[config.mk]
export PLATFORM = sky130hd
export DESIGN_NAME = twelve_down_counter
export DESIGN_NICKNAME = d
export VERILOG_FILES = /design/src/rtl/twelve_down_counter.sv
export SDC_FILE = /design/constraint.sdc
export NUM_CORES = 1
export LEC_CHECK = 0
export ABC_AREA = 0
export BUFFER_PORTS_ARGS = -buffer_cell sky130_fd_sc_hd__buf_2
export CORE_AREA = 2 2 39 41
export CTS_BUF_LIST = sky130_fd_sc_hd__clkbuf_8 sky130_fd_sc_hd__clkbuf_16
export CTS_CLUSTER_SIZE = 8
export DETAILED_ROUTE_END_ITERATION = 16
export DIE_AREA = 0 0 41 43
export PLACE_DENSITY_LB_ADDON = 0.1
export SLEW_MARGIN = 10
export SYNTH_ARGS = -nofsm -noshare
export SYNTH_HDL_FRONTEND = slang
export SYNTH_SLANG_ARGS = --single-unit
[constraint.sdc]
create_clock -name clockIn -period 1.5 [get_ports clockIn]
set_clock_uncertainty 0.1 [all_clocks]
set_input_delay 0.375 -clock clockIn [delete_from_list [all_inputs] [get_ports clockIn]]
set_output_delay 0.375 -clock clockIn [all_outputs]
set_load 0.1 [all_outputs]
[src/rtl/twelve_down_counter.sv]
// Modulo-MODULUS down counter for the clock's time-setting and countdown path.
// Counts MODULUS-1 down to 0 and wraps back to MODULUS-1. Each wrap produces a
// one-cycle borrow pulse and toggles the half-day flag. A parallel load lets the
// set-time logic preset the count. Out-of-range load values are clamped to the
// top count and flagged with a one-cycle load_err pulse, so out can never hold
// an illegal value.
module twelve_down_counter #(
  parameter int MODULUS = 12,
  parameter int WIDTH   = 4
) (
  input  logic             clockIn,
  input  logic             reset,
  input  logic             en,
  input  logic             load,
  input  logic [WIDTH-1:0] load_val,
  output logic [WIDTH-1:0] out,
  output logic             z,
  output logic             borrow,
  output logic [WIDTH-1:0] hour,
  output logic             pm,
  output logic             load_err
);

  localparam logic [WIDTH-1:0] MAX_COUNT = WIDTH'(MODULUS - 1);
  localparam logic [WIDTH-1:0] MOD_VAL   = WIDTH'(MODULUS);

  // All state updates, with priority reset > load > enable > hold; the pulses default low
  always_ff @(posedge clockIn) begin
    if (!reset) begin
      out      <= '0;
      borrow   <= 1'b0;
      pm       <= 1'b0;
      load_err <= 1'b0;
    end else if (load) begin
      borrow <= 1'b0;
      if (load_val < MOD_VAL) begin
        out      <= load_val;
        load_err <= 1'b0;
      end else begin
        out      <= MAX_COUNT;
        load_err <= 1'b1;
      end
    end else if (en) begin
      load_err <= 1'b0;
      if (out == '0) begin
        out    <= MAX_COUNT;
        borrow <= 1'b1;
        pm     <= ~pm;
      end else begin
        out    <= out - 1'b1;
        borrow <= 1'b0;
      end
    end else begin
      borrow   <= 1'b0;
      load_err <= 1'b0;
    end
  end

  assign z    = (out == '0);
  assign hour = z ? MOD_VAL : out;

endmodule

==> impl_metrics.tcl, run 1 <==
set metrics [dict create \
    grt_setup_unrepaired "yes" \
    drt-initial-drc-count 5 \
    ant_nets 0 \
    rows 14 \
    fillers 115 \
    period_minus_slack_ps 1780 \
    die_area_um2 1760 \
    grt.overflow.total 0 \
    tritoncts "done" \
    final_common_cell "buf_12" \
    clock.fmax_ghz 0.562 \
    p_int_mw 0.588 \
    synth_ff_type "dfxtp_1" \
    hpwl_um 774 \
    crit_arrival_ps 1300 \
    cp.required_ps 1020 \
    diodes 0 \
    grt_max_degree 10 \
    grt_pass1_wl_mm 1.58 \
    p_sw_share_pct 41.6 \
    io_pins 20 \
    final_nets 90 \
    synth_cells 48 \
    tightest_slew_ps 238 \
    numPortBuffers 19 \
    max_cap_violations 0 \
    clkTransAtPathRegs_ps 40 \
    die_w_um 41 \
    cts_root_buf "clkbuf_8" \
    slew_headroom_pct 83.9 \
    yosysWarnings 0 \
    setup_slack_ps -279 \
    avgSynthCellArea_um2 8.50 \
    drv_slew 0 \
    grt_antenna_before_repair 0 \
    viasPerCell 4.81 \
    grt.total_usage_pct 13.2 \
    hold_path.class "in2reg" \
    finalSetupViolCount 5 \
    dr.pass1.iters 4 \
    syn_nets 57 \
    clk_path_buf_depth 2 \
    synth_edf_count 0 \
    combPwrFrac_pct 53.0 \
    numCtsBuffers 3 \
    p_sw_mw 0.419 \
    layout_common_cells "buf_12, buf_4, buf_2" \
    p_leak_nw 0.384 \
    p_clk_share_pct 26.0 \
    core_area_um2 1380 \
    seqPwrFrac_pct 21.0 \
    ir_drop_uv 629 \
    synthToLayoutAreaGrowth_pct 115 \
    p_total_mw 1.01 \
    dieHeight_um 43 \
    power_density_nw_per_um2 1150 \
    routed-via-count 462 \
    yosysSeqAreaShare_pct 34.4 \
    async_flop_share_pct 0 \
    drc_errors 0 \
    drive_gt1_share_pct 60.0 \
    ys_ff_latch 7 \
    syn_area_um2 408 \
    ys_types 27 \
    drt-total-wl_um 961 \
    hold_viol_final 0 \
    violations "negative setup slack" \
    finish.utilization_pct 63.3 \
    worst-r2r-setup-slack_ps 100 \
    timing.hold.ws_ps 343 \
    critPathMaxFanout 3 \
    grt_pass1_vias 398 \
    cp-start-kind "flip-flop" \
    ctsHoldBuffers 0 \
    wire_per_inst_um 10.0 \
    cts_htree_levels 1 \
    worst-setup-path-type "reg2out" \
    clock-sinks 7 \
    place.gp.congestion 0.765 \
    timing.final.crit_share_pct 119 \
    run_status "complete, but fails checks" \
    endpoint_kind "output pin" \
    clk-insertion-delay-late_ps 230 \
    initial_core_util_pct 29.5 \
]
[routing by layer]
metal / GRT usage (%) / up-vias / part of all wire [%] / wire length, um
met3: 3.14 / 2 / 6.3 / 61
met2: 19.4 / 17 / 46 / 438
met5: 0 / - / 0 / 0
li1: - / 235 / - / -
met4: 8.00 / 0 / 2.2 / 21
met1: 16.7 / 208 / 46 / 440
[critical path: stages, from the launching register on]
cell	delay, ps
dfxtp_4	340
inv_4	60
ha_4	120
nor3b_4	220
buf_6	150
nor2_4	40
buf_12	150
[stage by stage]
| step | setup WS [ps] | instance area, um^2 | cells | TNS (ps) |
|---|---|---|---|---|
| floorplan | -1210 | 455 | 48 | -6550 |
| global placement | -109 | 813 | 91 | -283 |
| detailed placement | -135 | 813 | 91 | -358 |
| CTS | -283 | 883 | 97 | -1340 |
| global route | -345 | 876 | 96 | -1600 |
| finish | -279 | 876 | 96 | -1320 |
[kinds of logic (layout without fill, tap and decap cells)]
| logic type | Yosys count | after routing | share of synthesized area [%] |
|---|---|---|---|
| simple gates | 20 | 20 | 32.8 |
| compound gates | 13 | 13 | 21.5 |
| flops | 7 | 7 | 34.4 |
| buf+inv | 6 | 38 | 5.83 |
| fa+ha+maj | 1 | 1 | 3.07 |
| mux | 1 | 1 | 2.45 |
[synth_stat cells (all sizes together) (2+ instances only)]
cell type | number | area [um^2]
a21oi | 3 | 15.0
nand3b | 2 | 15.0
or2 | 2 | 12.5
and4 | 2 | 18.8
nand2 | 3 | 11.3
nand3 | 2 | 15.0
inv | 5 | 18.8
o21ai | 3 | 15.0
dfxtp | 7 | 140
nor2 | 4 | 15.0
[area by class of cell]
type / instances / area (um^2) / area share (%)
Timing Repair Buffer: 29 / 354 / 40.4
Sequential cell: 7 / 153 / 17.4
Clock inverter: 1 / 3.75 / 0.429
Clock buffer: 3 / 41.3 / 4.71
Tap cell: 16 / 20.0 / 2.29
Inverter: 5 / 23.8 / 2.71
Multi-Input combinational cell: 35 / 280 / 32.0
[worst paths after layout]
path / cells past startpoint / end / start
min: 3 / out[1] / load_val[1]
max: 6 / hour[1] / out[0]
min reg2reg: 2 / pm / pm
max reg2reg: 7 / out[0] / out[0]
[registers in the layout, indices dropped and copies added (netlist names)]
name	count
borrow	1
load_err	1
out	4
pm	1
[power groups by stage]
stage / registers [mW] / clock network [mW] / logic (mW)
after global placement: 0.215 / 0 / 0.520
after global routing: 0.213 / 0.276 / 0.558
final: 0.211 / 0.262 / 0.533
after floorplan: 0.309 / 0 / 0.227
after detailed placement: 0.215 / 0 / 0.521
after CTS: 0.212 / 0.263 / 0.541
[timing repair]
| action | 4_1_cts | 5_1_grt |
|---|---|---|
| resized for setup | 3 | 0 |
| setup endpoints to repair | 6 | 8 |
| setup buffers | 2 | 1 |
| pin swaps | 3 | 1 |
(Power assumes the default switching activity.)
==> run 2: changes to the inputs <==
--- a/config.mk
+++ b/config.mk
@@ -12,7 +12,7 @@
 export CTS_CLUSTER_SIZE = 8
 export DETAILED_ROUTE_END_ITERATION = 16
 export DIE_AREA = 0 0 41 43
-export PLACE_DENSITY_LB_ADDON = 0.1
+export PLACE_DENSITY = 0.65
 export SLEW_MARGIN = 10
 export SYNTH_ARGS = -nofsm -noshare
 export SYNTH_HDL_FRONTEND = slang
==> impl_metrics.tcl, run 2 (synthesis gave the netlist of run 1 again) <==
set metrics [dict create \
    wire_per_inst_um 11.8 \
    worst-setup-path-type "reg2out" \
    drive_gt1_share_pct 60.5 \
    cts_root_buf "clkbuf_8" \
    place.gp.congestion 0.763 \
    grt_pass1_wl_mm 2.06 \
    violations "negative setup slack" \
    drt-initial-drc-count 4 \
    crit_arrival_ps 1350 \
    routed-via-count 488 \
    ant_nets 0 \
    p_leak_nw 0.388 \
    p_sw_share_pct 41.9 \
    clock-sinks 7 \
    ctsHoldBuffers 0 \
    p_int_mw 0.592 \
    grt.total_usage_pct 17.9 \
    setup_slack_ps -322 \
    max_cap_violations 0 \
    dieHeight_um 43 \
    hold_path.class "in2reg" \
    final_common_cell "buf_12" \
    critPathMaxFanout 4 \
    initial_core_util_pct 29.5 \
    dr.pass1.iters 4 \
    grt_max_degree 10 \
    final_nets 91 \
    grt.overflow.total 0 \
    die_area_um2 1760 \
    ir_drop_uv 585 \
    io_pins 20 \
    run_status "complete, but fails checks" \
    p_total_mw 1.02 \
    worstHoldStart "load_val[1]" \
    cts_htree_levels 1 \
    endpoint_kind "output pin" \
    clock.fmax_ghz 0.549 \
    numPortBuffers 19 \
    crit_start "out[1]" \
    hpwl_um 928 \
    diodes 0 \
    slew_headroom_pct 82.5 \
    p_clk_share_pct 26.1 \
    largest_register_ffs 4 \
    numCtsBuffers 3 \
    combPwrFrac_pct 53.1 \
    grt_setup_unrepaired "yes" \
    clk_path_buf_depth 2 \
    layout_common_cells "buf_12, buf_4, buf_2" \
    timing.final.crit_share_pct 121 \
    viasPerCell 5.03 \
    clkTransAtPathRegs_ps 40 \
    cp-start-kind "flip-flop" \
    grt_pass1_vias 494 \
    place_ws_ps -97.2 \
    power_density_nw_per_um2 1150 \
    finalSetupViolCount 5 \
    drv_slew 0 \
    seqPwrFrac_pct 20.8 \
    p_sw_mw 0.427 \
    clk-insertion-delay-late_ps 230 \
    period_minus_slack_ps 1820 \
    reg2reg_from "out[1]" \
    tightest_slew_ps 259 \
    drt-total-wl_mm 1.14 \
    core_area_um2 1380 \
    hold_viol_final 0 \
    rows 14 \
    grt_antenna_before_repair 0 \
    tritoncts "done" \
    synthToLayoutAreaGrowth_pct 117 \
    drc_errors 0 \
    cp.required_ps 1020 \
    die_w_um 41 \
    top_register "out" \
]
run 2: changes by cell type in the layout (fill, tap and decap cells not counted), sizes merged:
cell  change
buf       +1
run 2: repair_timing:
item | in CTS | in global routing
setup buffers | 1 | 0
resized for setup | 2 | 0
endpoints found under the setup margin | 5 | 5
pin swaps | 1 | 1
run 2: critical path: stages, from the launching register on:
cell     delay, ps
dfxtp_4        340
inv_4           60
ha_4           120
nor3b_4        240
buf_4          170
nor2_4          30
buf_12         150
run 2: final timing paths:
path | end | cells after the start | slack, ps
worst max-delay path | hour[0] | 6 | -320
worst min register to register | pm | 2 | 440
worst min-delay path | out[1] | 3 | 340
worst max register to register | pm | 6 | 150
run 2: layout make-up:
class | instances | area [um^2]
Clock buffer | 3 | 41.3
Clock inverter | 1 | 3.75
Fill cell | 110 | 500
Inverter | 5 | 23.8
Multi-Input combinational cell | 35 | 280
Sequential cell | 7 | 153
Tap cell | 16 | 20.0
Timing Repair Buffer | 30 | 362
run 2: power by group through the flow:
stage / sequential [mW] / clock [mW] / combinational, mW
5_1_grt: 0.213 / 0.283 / 0.569
4_1_cts: 0.212 / 0.275 / 0.545
6_report: 0.212 / 0.266 / 0.541
3_3_place_gp: 0.215 / 0 / 0.526
3_5_place_dp: 0.215 / 0 / 0.533
2_1_floorplan: 0.309 / 0 / 0.227
run 2: metal layers:
| metal | vias up | part of all wire [%] | GRT usage [%] |
|---|---|---|---|
| li1 | 242 | - | - |
| met1 | 216 | 39 | 20.3 |
| met4 | 0 | 3.7 | 16.0 |
| met2 | 25 | 52 | 25.3 |
| met5 | - | 0 | 0 |
| met3 | 5 | 5.9 | 5.24 |
run 2: stage by stage:
step                      utilization (%)  std cells  area [um^2]  hold slack [ps]  setup TNS [ps]
after floorplan                         -         48          455              397           -6550
after global placement               59.3         92          821              396            -235
after detailed placement             59.3         92          821              437            -307
after CTS                            63.8         97          883              342           -1550
after global routing                 63.8         97          883              351           -1810
final                                63.8         97          883              339           -1480
==> run 3: changes to the inputs <==
--- a/config.mk
+++ b/config.mk
@@ -12,7 +12,8 @@
 export CTS_CLUSTER_SIZE = 8
 export DETAILED_ROUTE_END_ITERATION = 16
 export DIE_AREA = 0 0 41 43
-export PLACE_DENSITY = 0.65
+export PLACE_DENSITY = 0.63
+export SKIP_CTS_REPAIR_TIMING = 1
 export SLEW_MARGIN = 10
 export SYNTH_ARGS = -nofsm -noshare
 export SYNTH_HDL_FRONTEND = slang
==> constraint.sdc (replaced) <==
create_clock -name clockIn -period 2.03 [get_ports clockIn]
set_clock_uncertainty 0.1 [all_clocks]
set_input_delay 0.5075 -clock clockIn [delete_from_list [all_inputs] [get_ports clockIn]]
set_output_delay 0.5075 -clock clockIn [all_outputs]
set_load 0.1 [all_outputs]
==> impl_metrics.tcl, run 3 (synthesis gave the netlist of run 1 again) <==
set metrics [dict create \
    run_status "completed" \
    worst-r2r-setup-slack_ps 660 \
    p_leak_nw 0.323 \
    die_area_um2 1760 \
    synthToLayoutAreaGrowth_pct 72.1 \
    hold_depth 2 \
    cts_root_buf "clkbuf_8" \
    max_cap_violations 0 \
    top_register "out" \
    tritoncts "done" \
    grt_setup_unrepaired "yes" \
    tightest_slew_ps 490 \
    cts_htree_levels 1 \
    hold_viol_final 0 \
    final_nets 84 \
    largest_register_ffs 4 \
    ant_nets 0 \
    final_area_um2 702 \
    drive_gt1_share_pct 56.8 \
    period_minus_slack_ps 2010 \
    grt_pass1_vias 378 \
    crit_arrival_ps 1400 \
    reg2reg_from "out[0]" \
    power_density_nw_per_um2 981 \
    cp-start-kind "flip-flop" \
    clock-sinks 7 \
    rows 14 \
    die_w_um 41 \
    endpoint_kind "output pin" \
    layout_common_cells "buf_2, inv_1, buf_12" \
    dieHeight_um 43 \
    drt-initial-drc-count 5 \
    rr_endpoint "out[0]" \
    drc_errors 0 \
    viasPerCell 4.93 \
    grt_max_degree 10 \
    worstHoldStart "pm" \
    hpwl_um 843 \
    routed-via-count 444 \
    finish.utilization_pct 50.7 \
    clkTransAtPathRegs_ps 40 \
    place_area_um2 638 \
    timing.final.crit_share_pct 98.8 \
    place.gp.congestion 0.774 \
    numCtsBuffers 3 \
    fillers 136 \
    whs_endpoint "pm" \
    grt.overflow.total 0 \
    worst-setup-path-type "reg2out" \
    grt.total_usage_pct 15.8 \
    core_area_um2 1380 \
    timing.hold.ws_ps 380 \
    slew_headroom_pct 67.6 \
    io_pins 20 \
    clock.fmax_ghz 0.498 \
    grt_pass1_wl_mm 1.72 \
    dr.pass1.iters 4 \
    grt_antenna_before_repair 0 \
    final_common_cell "buf_2" \
    wire_per_inst_um 12.8 \
    cp.required_ps 1420 \
    p_total_mw 0.689 \
    numPortBuffers 19 \
    hold_path.class "reg2reg" \
    reg2reg_depth 6 \
    initial_core_util_pct 29.5 \
    drt-total-wl_mm 1.15 \
    ir_drop_uv 468 \
    clk-insertion-delay-late_ps 230 \
    critPathMaxFanout 6 \
    clk_path_buf_depth 2 \
    finalSetupViolCount 0 \
    diodes 0 \
    drv_slew 0 \
]
## run 3: metal layers
metal / vias up / wire, um / global-route usage (%)
li1: 225 / - / -
met1: 202 / 507 / 19.0
met2: 12 / 543 / 20.3
met3: 5 / 51 / 6.28
met4: 0 / 50 / 14.0
met5: - / 0 / 0
## run 3: layout make-up
cell class | count | area (um^2) | share of cell area (%)
Multi-Input combinational cell | 35 | 274 | 39.0
Timing Repair Buffer | 23 | 189 | 26.9
Sequential cell | 7 | 150 | 21.4
Clock buffer | 3 | 41.3 | 5.88
Inverter | 5 | 23.8 | 3.39
Tap cell | 16 | 20.0 | 2.85
Clock inverter | 1 | 3.75 | 0.535
## run 3: worst max-delay path: stages, from the launching register on
cell	delay, ps
dfxtp_4	360
inv_4	60
ha_4	150
nor3b_4	230
buf_6	160
nor2_4	40
buf_12	150
## run 3: power by group
part,internal (mW),switching (mW),leakage [nW]
clock network,0.131,0.0658,0.0269
registers,0.148,0.0137,0.0594
logic,0.104,0.226,0.237
## run 3: how the worst max path moves through the flow
| stage | slack, ps | end | startpoint |
|---|---|---|---|
| 5_1_grt | -30 | hour[0] | out[0] |
| 6_report | 20 | hour[0] | out[0] |
| 4_1_cts | -20 | hour[1] | out[1] |
| 2_1_floorplan | -810 | hour[2] | out[1] |
| 3_3_place_gp | 240 | hour[1] | out[1] |
| 3_5_place_dp | 230 | hour[1] | out[1] |
## run 3: metrics by stage
stage                     setup WS [ps]  std cells  TNS (ps)
final                              23.9         90         0
after global routing              -28.2         90     -55.1
after detailed placement            228         84         0
after floorplan                    -809         48     -3210
after CTS                         -23.8         88     -45.3
after global placement              239         84         0
